$ cat src/rtl/canvas_write_sequencer_if.sv
`timescale 1ns/1ps
`default_nettype none
// +----------------------------------------------------------------------+
// | canvas_write_sequencer_if                                            |
// | Pen/clear request handshake and canvas write-port bundle.            |
// | Rev 1.0                                                              |
// +----------------------------------------------------------------------+
interface canvas_write_sequencer_if;
  logic        pen_req;
  logic [6:0]  pen_x;
  logic [5:0]  pen_y;
  logic [15:0] pen_colour;
  logic        brush_big;
  logic        pen_ack;
  logic        clear_req;
  logic        clear_done;
  logic        busy;
  logic        wr_en;
  logic [12:0] wr_addr;
  logic [15:0] wr_data;

  modport master (
    output pen_req, pen_x, pen_y, pen_colour, brush_big, clear_req,
    input  pen_ack, clear_done, busy, wr_en, wr_addr, wr_data
  );

  modport slave (
    input  pen_req, pen_x, pen_y, pen_colour, brush_big, clear_req,
    output pen_ack, clear_done, busy, wr_en, wr_addr, wr_data
  );
endinterface
`default_nettype wire

$ cat src/rtl/canvas_write_sequencer.sv
`timescale 1ns/1ps
`default_nettype none
// +----------------------------------------------------------------------+
// | canvas_write_sequencer                                               |
// | Arbitrates the canvas write port between pen stamps and full clears. |
// | Rev 1.0                                                              |
// +----------------------------------------------------------------------+
module canvas_write_sequencer #(
  parameter int          WIDTH        = 96,
  parameter int          HEIGHT       = 64,
  parameter logic [15:0] CLEAR_COLOUR = 16'h0000
) (
  input  logic                     CLOCK,
  input  logic                     reset,
  canvas_write_sequencer_if.slave  bus
);

  localparam logic [1:0]  c_idle      = 2'd0;
  localparam logic [1:0]  c_stamp     = 2'd1;
  localparam logic [1:0]  c_clear     = 2'd2;
  localparam logic [7:0]  c_width8    = 8'(WIDTH);
  localparam logic [7:0]  c_height8   = 8'(HEIGHT);
  localparam logic [12:0] c_width13   = 13'(WIDTH);
  localparam logic [12:0] c_last_addr = 13'(WIDTH * HEIGHT - 1);

  logic [1:0]  state_q,         state_d;
  logic        clear_pending_q, clear_pending_d;
  logic [6:0]  cx_q,            cx_d;
  logic [5:0]  cy_q,            cy_d;
  logic [15:0] colour_q,        colour_d;
  logic        big_q,           big_d;
  logic [1:0]  sx_q,            sx_d;
  logic [1:0]  sy_q,            sy_d;
  logic [12:0] clr_addr_q,      clr_addr_d;
  logic        last_clear_q,    last_clear_d;
  logic        pen_ack_q,       pen_ack_d;
  logic        clear_done_q,    clear_done_d;
  logic        busy_q,          busy_d;
  logic        wr_en_q,         wr_en_d;
  logic [12:0] wr_addr_q,       wr_addr_d;
  logic [15:0] wr_data_q,       wr_data_d;

  logic signed [7:0] w_px;
  logic signed [7:0] w_py;
  logic              w_in_range;
  logic [12:0]       w_addr;
  logic              w_last_step;

  // Stamp point = centre + (s - 1); a 1x1 stamp parks sx/sy at 1 so the offset is zero.
  always_comb begin
    w_px        = $signed({1'b0, cx_q}) + $signed({6'b0, sx_q}) - 8'sd1;
    w_py        = $signed({2'b0, cy_q}) + $signed({6'b0, sy_q}) - 8'sd1;
    w_in_range  = !w_px[7] && !w_py[7] &&
                  ($unsigned(w_px) < c_width8) && ($unsigned(w_py) < c_height8);
    w_addr      = {7'b0, w_py[5:0]} * c_width13 + {6'b0, w_px[6:0]};
    w_last_step = !big_q || ((sx_q == 2'd2) && (sy_q == 2'd2));
  end

  always_comb begin
    state_d         = state_q;
    clear_pending_d = clear_pending_q;
    cx_d            = cx_q;
    cy_d            = cy_q;
    colour_d        = colour_q;
    big_d           = big_q;
    sx_d            = sx_q;
    sy_d            = sy_q;
    clr_addr_d      = clr_addr_q;
    last_clear_d    = 1'b0;
    pen_ack_d       = 1'b0;
    clear_done_d    = last_clear_q;
    busy_d          = 1'b0;
    wr_en_d         = 1'b0;
    wr_addr_d       = wr_addr_q;
    wr_data_d       = wr_data_q;

    case (state_q)
      c_idle: begin
        if (clear_pending_q || bus.clear_req) begin
          state_d         = c_clear;
          clear_pending_d = 1'b0;
          clr_addr_d      = '0;
          busy_d          = 1'b1;
        end else if (bus.pen_req) begin
          state_d   = c_stamp;
          pen_ack_d = 1'b1;
          cx_d      = bus.pen_x;
          cy_d      = bus.pen_y;
          colour_d  = bus.pen_colour;
          big_d     = bus.brush_big;
          sx_d      = bus.brush_big ? 2'd0 : 2'd1;
          sy_d      = bus.brush_big ? 2'd0 : 2'd1;
        end
      end

      c_stamp: begin
        busy_d = 1'b1;
        if (bus.clear_req) begin
          clear_pending_d = 1'b1;
        end
        // Clipped points still consume their cycle so stamp length is fixed.
        if (w_in_range) begin
          wr_en_d   = 1'b1;
          wr_addr_d = w_addr;
          wr_data_d = colour_q;
        end
        if (w_last_step) begin
          state_d = c_idle;
        end else if (sx_q == 2'd2) begin
          sx_d = 2'd0;
          sy_d = sy_q + 2'd1;
        end else begin
          sx_d = sx_q + 2'd1;
        end
      end

      c_clear: begin
        busy_d    = 1'b1;
        wr_en_d   = 1'b1;
        wr_addr_d = clr_addr_q;
        wr_data_d = CLEAR_COLOUR;
        if (clr_addr_q == c_last_addr) begin
          state_d      = c_idle;
          last_clear_d = 1'b1;
        end else begin
          clr_addr_d = clr_addr_q + 13'd1;
        end
      end

      default: begin
        state_d = c_idle;
      end
    endcase
  end

  always_ff @(posedge CLOCK) begin
    if (reset) begin
      state_q         <= c_idle;
      clear_pending_q <= 1'b0;
      cx_q            <= '0;
      cy_q            <= '0;
      colour_q        <= '0;
      big_q           <= 1'b0;
      sx_q            <= '0;
      sy_q            <= '0;
      clr_addr_q      <= '0;
      last_clear_q    <= 1'b0;
      pen_ack_q       <= 1'b0;
      clear_done_q    <= 1'b0;
      busy_q          <= 1'b0;
      wr_en_q         <= 1'b0;
      wr_addr_q       <= '0;
      wr_data_q       <= '0;
    end else begin
      state_q         <= state_d;
      clear_pending_q <= clear_pending_d;
      cx_q            <= cx_d;
      cy_q            <= cy_d;
      colour_q        <= colour_d;
      big_q           <= big_d;
      sx_q            <= sx_d;
      sy_q            <= sy_d;
      clr_addr_q      <= clr_addr_d;
      last_clear_q    <= last_clear_d;
      pen_ack_q       <= pen_ack_d;
      clear_done_q    <= clear_done_d;
      busy_q          <= busy_d;
      wr_en_q         <= wr_en_d;
      wr_addr_q       <= wr_addr_d;
      wr_data_q       <= wr_data_d;
    end
  end

  assign bus.pen_ack    = pen_ack_q;
  assign bus.clear_done = clear_done_q;
  assign bus.busy       = busy_q;
  assign bus.wr_en      = wr_en_q;
  assign bus.wr_addr    = wr_addr_q;
  assign bus.wr_data    = wr_data_q;

endmodule
`default_nettype wire

$ cat src/flat_wrapper.sv
// flat-port wrapper written by rule: the top's interface ports become plain ports
module canvas_write_sequencer_flat 
#(
  parameter int          WIDTH        = 96,
  parameter int          HEIGHT       = 64,
  parameter logic [15:0] CLEAR_COLOUR = 16'h0000
)
  (CLOCK, reset, bus_pen_req, bus_pen_x, bus_pen_y, bus_pen_colour, bus_brush_big, bus_clear_req, bus_pen_ack, bus_clear_done, bus_busy, bus_wr_en, bus_wr_addr, bus_wr_data);
  canvas_write_sequencer_if bus_i ();
  input  logic CLOCK;
  input  logic reset;
  input wire logic [$bits(bus_i.pen_req)-1:0] bus_pen_req;
  input wire logic [$bits(bus_i.pen_x)-1:0] bus_pen_x;
  input wire logic [$bits(bus_i.pen_y)-1:0] bus_pen_y;
  input wire logic [$bits(bus_i.pen_colour)-1:0] bus_pen_colour;
  input wire logic [$bits(bus_i.brush_big)-1:0] bus_brush_big;
  input wire logic [$bits(bus_i.clear_req)-1:0] bus_clear_req;
  output wire logic [$bits(bus_i.pen_ack)-1:0] bus_pen_ack;
  output wire logic [$bits(bus_i.clear_done)-1:0] bus_clear_done;
  output wire logic [$bits(bus_i.busy)-1:0] bus_busy;
  output wire logic [$bits(bus_i.wr_en)-1:0] bus_wr_en;
  output wire logic [$bits(bus_i.wr_addr)-1:0] bus_wr_addr;
  output wire logic [$bits(bus_i.wr_data)-1:0] bus_wr_data;
  assign bus_i.pen_req = bus_pen_req;
  assign bus_i.pen_x = bus_pen_x;
  assign bus_i.pen_y = bus_pen_y;
  assign bus_i.pen_colour = bus_pen_colour;
  assign bus_i.brush_big = bus_brush_big;
  assign bus_i.clear_req = bus_clear_req;
  assign bus_pen_ack = bus_i.pen_ack;
  assign bus_clear_done = bus_i.clear_done;
  assign bus_busy = bus_i.busy;
  assign bus_wr_en = bus_i.wr_en;
  assign bus_wr_addr = bus_i.wr_addr;
  assign bus_wr_data = bus_i.wr_data;
  canvas_write_sequencer #(.WIDTH(WIDTH), .HEIGHT(HEIGHT), .CLEAR_COLOUR(CLEAR_COLOUR)) u_core (.CLOCK(CLOCK), .reset(reset), .bus(bus_i));
endmodule
$ cat config.mk
export PLATFORM = sky130hd
export DESIGN_NAME = canvas_write_sequencer_flat
export DESIGN_NICKNAME = d
export VERILOG_FILES = /design/src/rtl/canvas_write_sequencer_if.sv /design/src/rtl/canvas_write_sequencer.sv /design/src/flat_wrapper.sv
export SDC_FILE = /design/constraint.sdc
export NUM_CORES = 1
export LEC_CHECK = 0
export ABC_AREA = 1
export BUFFER_PORTS_ARGS = -buffer_cell sky130_fd_sc_hd__buf_4
export CORE_MARGIN = 8
export CORE_UTILIZATION = 52
export CTS_CLUSTER_SIZE = 30
export DETAILED_ROUTE_END_ITERATION = 10
export PLACE_DENSITY_LB_ADDON = 0.2
export SYNTH_ARGS = -nofsm -noshare
export SYNTH_HDL_FRONTEND = slang
export SYNTH_SLANG_ARGS = --single-unit
$ cat constraint.sdc
create_clock -name CLOCK -period 8 [get_ports CLOCK]
set_input_delay 2.4 -clock CLOCK [delete_from_list [all_inputs] [get_ports CLOCK]]
set_output_delay 2.4 -clock CLOCK [all_outputs]
set_load 0.1 [all_outputs]
* Yosys cells after proc, flatten, opt, wreduce, memory -nomap -nowiden *
Index checks and enable logic that the tools add are counted.

storage, ports and cells
  word-level logic and storage cells = 99
  bits in registers = 84
  input port bits = 34
  output and inout bits = 33

cells by class
  $lt $le $gt $ge = 2
  muxes and demuxes = 30
  bitwise logic cells = 3
  reductions and logical operators = 23
  $add $sub $neg = 8
  eq/ne operators = 16
  multipliers = 1

operator list
  kind                                                         count
  case mux 13 bit (2 select lines)                             2
  two-way mux 13 bit                                           3
  case mux 16 bit (2 select lines)                             1
  two-way mux 2 bit                                            10
  less-than comparator 8 x 7 -> 1 bit (second input constant)  2
  two-way mux 16 bit                                           1
  subtractor 8 x 2 -> 8 bit (second input constant)            2
  adder 13 x 1 -> 13 bit (second input constant)               1
  adder 13 x 7 -> 13 bit                                       1
  equality test 13 bit (second input constant)                 1
  AND reduction 3 bit                                          4
  inequality test 2 x 1 -> 1 bit (second input constant)       5
  inequality test 2 bit (second input constant)                5
  adder 7 x 2 -> 8 bit                                         1
  multiplier 6 x 2 -> 8 bit (second input constant)            1
  case mux 2 bit (2 select lines)                              2
  adder 6 x 2 -> 7 bit                                         1
  two-way mux 1 bit                                            7
  equality test 2 bit (second input constant)                  3
  case mux 1 bit (2 select lines)                              3
  case mux 2 bit (3 select lines)                              1
  nonzero test 2 bit                                           3
  AND reduction 5 bit                                          1
  adder 2 x 1 -> 2 bit (second input constant)                 2
  11 further kinds                                             20

* Logic depth before layout (Yosys ltp) *
  depth in word-level cells = 8
  depth in mapped cells = 24
  gate-level depth less buffers = 24

* Worst setup path before layout *
No wires, ideal clock.

  path type = input port to flip-flop
  from = input bus_clear_req
  to = register u_core.colour_q[12]
  buffers on the path = 2
  setup slack = 4.486 ns
  arrival time = 3.443 ns
  stages = 7
  library setup time = 0.071 ns
  data required time = 7.929 ns
  cells stage by stage = nor2_1 > inv_1 > nor2_1 > clkbuf_1 > buf_2 > nand3_1 > a21oi_1

on the way
  word-level cells in the longest chain between the ends = 3

ends and longest elaborated chain
  element                               RTL line                       RTL
  start: declaration                    flat_wrapper.sv:17             input wire logic [$bits(bus_i.clear_req)-1:0] bus_clear_req;
  logical OR 1 bit                      canvas_write_sequencer.sv:79   if (clear_pending_q || bus.clear_req) begin
  NOT 1 bit (no source line)            --
  AND reduction 3 bit (no source line)  --
  end signal: assignment                canvas_write_sequencer.sv:159  colour_q <= colour_d;
  end: declaration                      canvas_write_sequencer.sv:30   logic [15:0] colour_q, colour_d;

Every way passes these cells.
A chain may end at the register's enable or synchronous reset.

==> impl_metrics.ini <==
[outcome]
outcome = completed

[cells_and_area]
syn2layout_area_growth_pct = 14.3
final_util = 0.602
nFillCells = 844
fin_nets = 768
n_antenna_cell = 0
drive_above_1_share = 0.183

[worst_setup_path]
worstSetupStartpoint = reset
critPathBufInv = 3
crit_path_start_kind = input pin
cp_cell_sequence = buf_4, inv_1, o21ai_0, inv_1, o21ai_0, a21oi_1
cp.required_ns = 8.29
worst-path-stages = 6
cp.arrival_ns = 4.15
cp-end-kind = register
slowest_delay_ns = 0.67
cp_top_family = buffers and inverters
r2r-end = u_core.bus.wr_addr[10]
crit_type = input pin to register
cp-endpoint = u_core.clr_addr_q[4]
worstPathMaxFanout = 50
reg2regPathDepth = 20
cp_slowest_cell = inv_1
reg2reg_slack_ns = 4.26
r2r_start = u_core.sy_q[0]

[sta]
setup-violations-final = 0
finalHoldViolCount = 0
fin_crit_ns = 3.86
fmax_mhz = 259
timing.hold.ws_ns = 0.402
worst_pin_slew_ns = 0.986
relSlewSlack = 0.341
setup_tns_ns = 0
finalCritPeriodShare = 0.483
setup_ws_ns = 4.14
rsz0062_at_grt = false
finClkSkew_ns = 0.0137
slew_violations = 0

[placed_design]
dp_hpwl_mm = 8.40
pre_cts_ws_ns = 3.78
place.gp.congestion = 0.885
port_buffers = 66

[pwr]
power_density_nw_per_um2 = 394
p_seq_frac = 0.246
vdd_ir_drop_max_mv = 0.242
p_sw_w = 0.00110
p_clk_frac = 0.161
combPwrFrac = 0.593
internal_power_w = 0.00106
swShare = 0.511
power_w = 0.00216
p_leak_nw = 2.36

[logic_synthesis]
synthesis.nets = 716
synth_area_leader_cell = dfxtp_1
synth_seq_cells = 84
ys.flop_type = dfxtp_1
synth_top_area_share = 0.351
async_reset_ff_frac = 0
synthCells = 653
synthTopCellsByCount = nand2_1, dfxtp_1, inv_1
syn-cell-area_um2 = 4800
yosys-top-cells-area = dfxtp_1, nand2_1, a21oi_1, ha_1, inv_1
synth.most_common_cell = nand2_1
ys_types = 43
seq_area_frac_synth = 0.351
postSynthAreaPerCell_um2 = 7.34
yosys_warnings = 0
synth_edf_count = 0

[clock_tree]
htreeDepth = 3
clock-sinks = 84
cts_resized = 0
clk_pin_slew_ns = 0.09
postCtsSetupBuffers = 0
cts_made_buffers = 9
hold_buffers = 0
clock_latency_ns = 0.36
root_buffer = clkbuf_8
cts_tree = yes
clk_path_buf_depth = 2

[floorplanning]
die_x_um = 112
num_rows = 35
die_h_um = 112
core_area_um2 = 9110
io-pin-count = 67
initial_utilization = 0.527
die_area_um2 = 12600

[global_route]
antenna_found_initial = 0
overflow = 0
grt_pass1_wl_mm = 19.6
grt_pass1_vias = 4289
grt_usage = 0.184
grt_max_degree = 51

[route]
drtPass1Iterations = 5
wirelength_mm = 11.4
drc_errors = 0
wire_per_inst_um = 13.9
antenna_left = 0
via_per_inst = 5.33
drtIter0Drc = 202
vias = 4373

[min_path]
hp-class = register to register

[flow_run]
drv_cap = 0
[flip-flops by register name, indices dropped and copies added, names as in the netlist, 2 cells and up]
register / count
u_core.cx_q: 7
u_core.sx_q: 2
u_core.colour_q: 16
u_core.clr_addr_q: 13
u_core.bus.wr_addr: 13
u_core.state_q: 2
u_core.sy_q: 2
u_core.cy_q: 6
u_core.bus.wr_data: 16
[cells in the final DEF (no fill, tap or decap), types with 10 or more instances in the layout]
| cell | Yosys | final |
|---|---|---|
| nand2_1 | 135 | 135 |
| dfxtp_1 | 84 | 84 |
| inv_1 | 74 | 74 |
| a21oi_1 | 68 | 68 |
| buf_4 | 0 | 68 |
| nand3_1 | 52 | 52 |
| nor2_1 | 51 | 51 |
| o21ai_0 | 42 | 42 |
| ha_1 | 25 | 25 |
| nand2_2 | 11 | 11 |
| a21oi_2 | 10 | 10 |
[power by group through the flow]
| stage | Clock, W | Sequential (W) | Combinational, W |
|---|---|---|---|
| global placement | 0 | 0.000537 | 0.00124 |
| floorplan | 0 | 0.000773 | 0.000801 |
| global route | 0.000371 | 0.000539 | 0.00143 |
| detailed placement | 0 | 0.000540 | 0.00128 |
| finish | 0.000348 | 0.000531 | 0.00128 |
| CTS | 0.000356 | 0.000531 | 0.00128 |
[cells by family after synthesis]
kind of cell,Yosys count,share of synthesized area
buf+inv,103,0.0997
compound gates,133,0.155
simple gates,292,0.291
flops,84,0.351
xor+xnor,12,0.0219
fa+ha+maj,29,0.0819
[cell type report]
type                       count  area, um^2  share of cell area
clock buffer                   9         124              0.0226
tap                          111         139              0.0253
inverter                      76         288              0.0525
timing repair buffer          68         510              0.0931
sequential                    84        1680               0.307
clock inverter                 7         103              0.0187
multi-input combinational    466        2640               0.481
[how the worst min path moves through the flow]
stage	from	to	slack (ns)	cells after the start
floorplan	u_core.clear_done_d	u_core.bus.clear_done	0.39	2
global placement	u_core.clear_done_d	u_core.bus.clear_done	0.39	2
detailed placement	u_core.clear_done_d	u_core.bus.clear_done	0.40	2
CTS	u_core.clear_done_d	u_core.bus.clear_done	0.41	2
global route	u_core.clear_done_d	u_core.bus.clear_done	0.44	2
finish	u_core.clear_done_d	u_core.bus.clear_done	0.40	2
[per-layer routing]
layer / vias to the layer above / track usage / share of wire
li1: 2245 / - / -
met3: 10 / 0.0381 / 0.053
met2: 117 / 0.305 / 0.47
met1: 2001 / 0.237 / 0.47
met5: - / 0 / 0
met4: 0 / 0.0513 / 0.0074
[tightest hold or removal path, delay by kind of cell, from the launching register on]
kind	cells	cell delay, ns
flops	1	0.31
buf+inv	1	0.04
simple gates	1	0.03
[per-stage QoR]
| step | std cells | instance area [um^2] |
|---|---|---|
| final | 821 | 5480 |
| after global routing | 821 | 5480 |
| after CTS | 821 | 5480 |
| after detailed placement | 805 | 5260 |
| after global placement | 805 | 5260 |
| after floorplan | 653 | 4800 |
(Power assumes the default switching activity.)
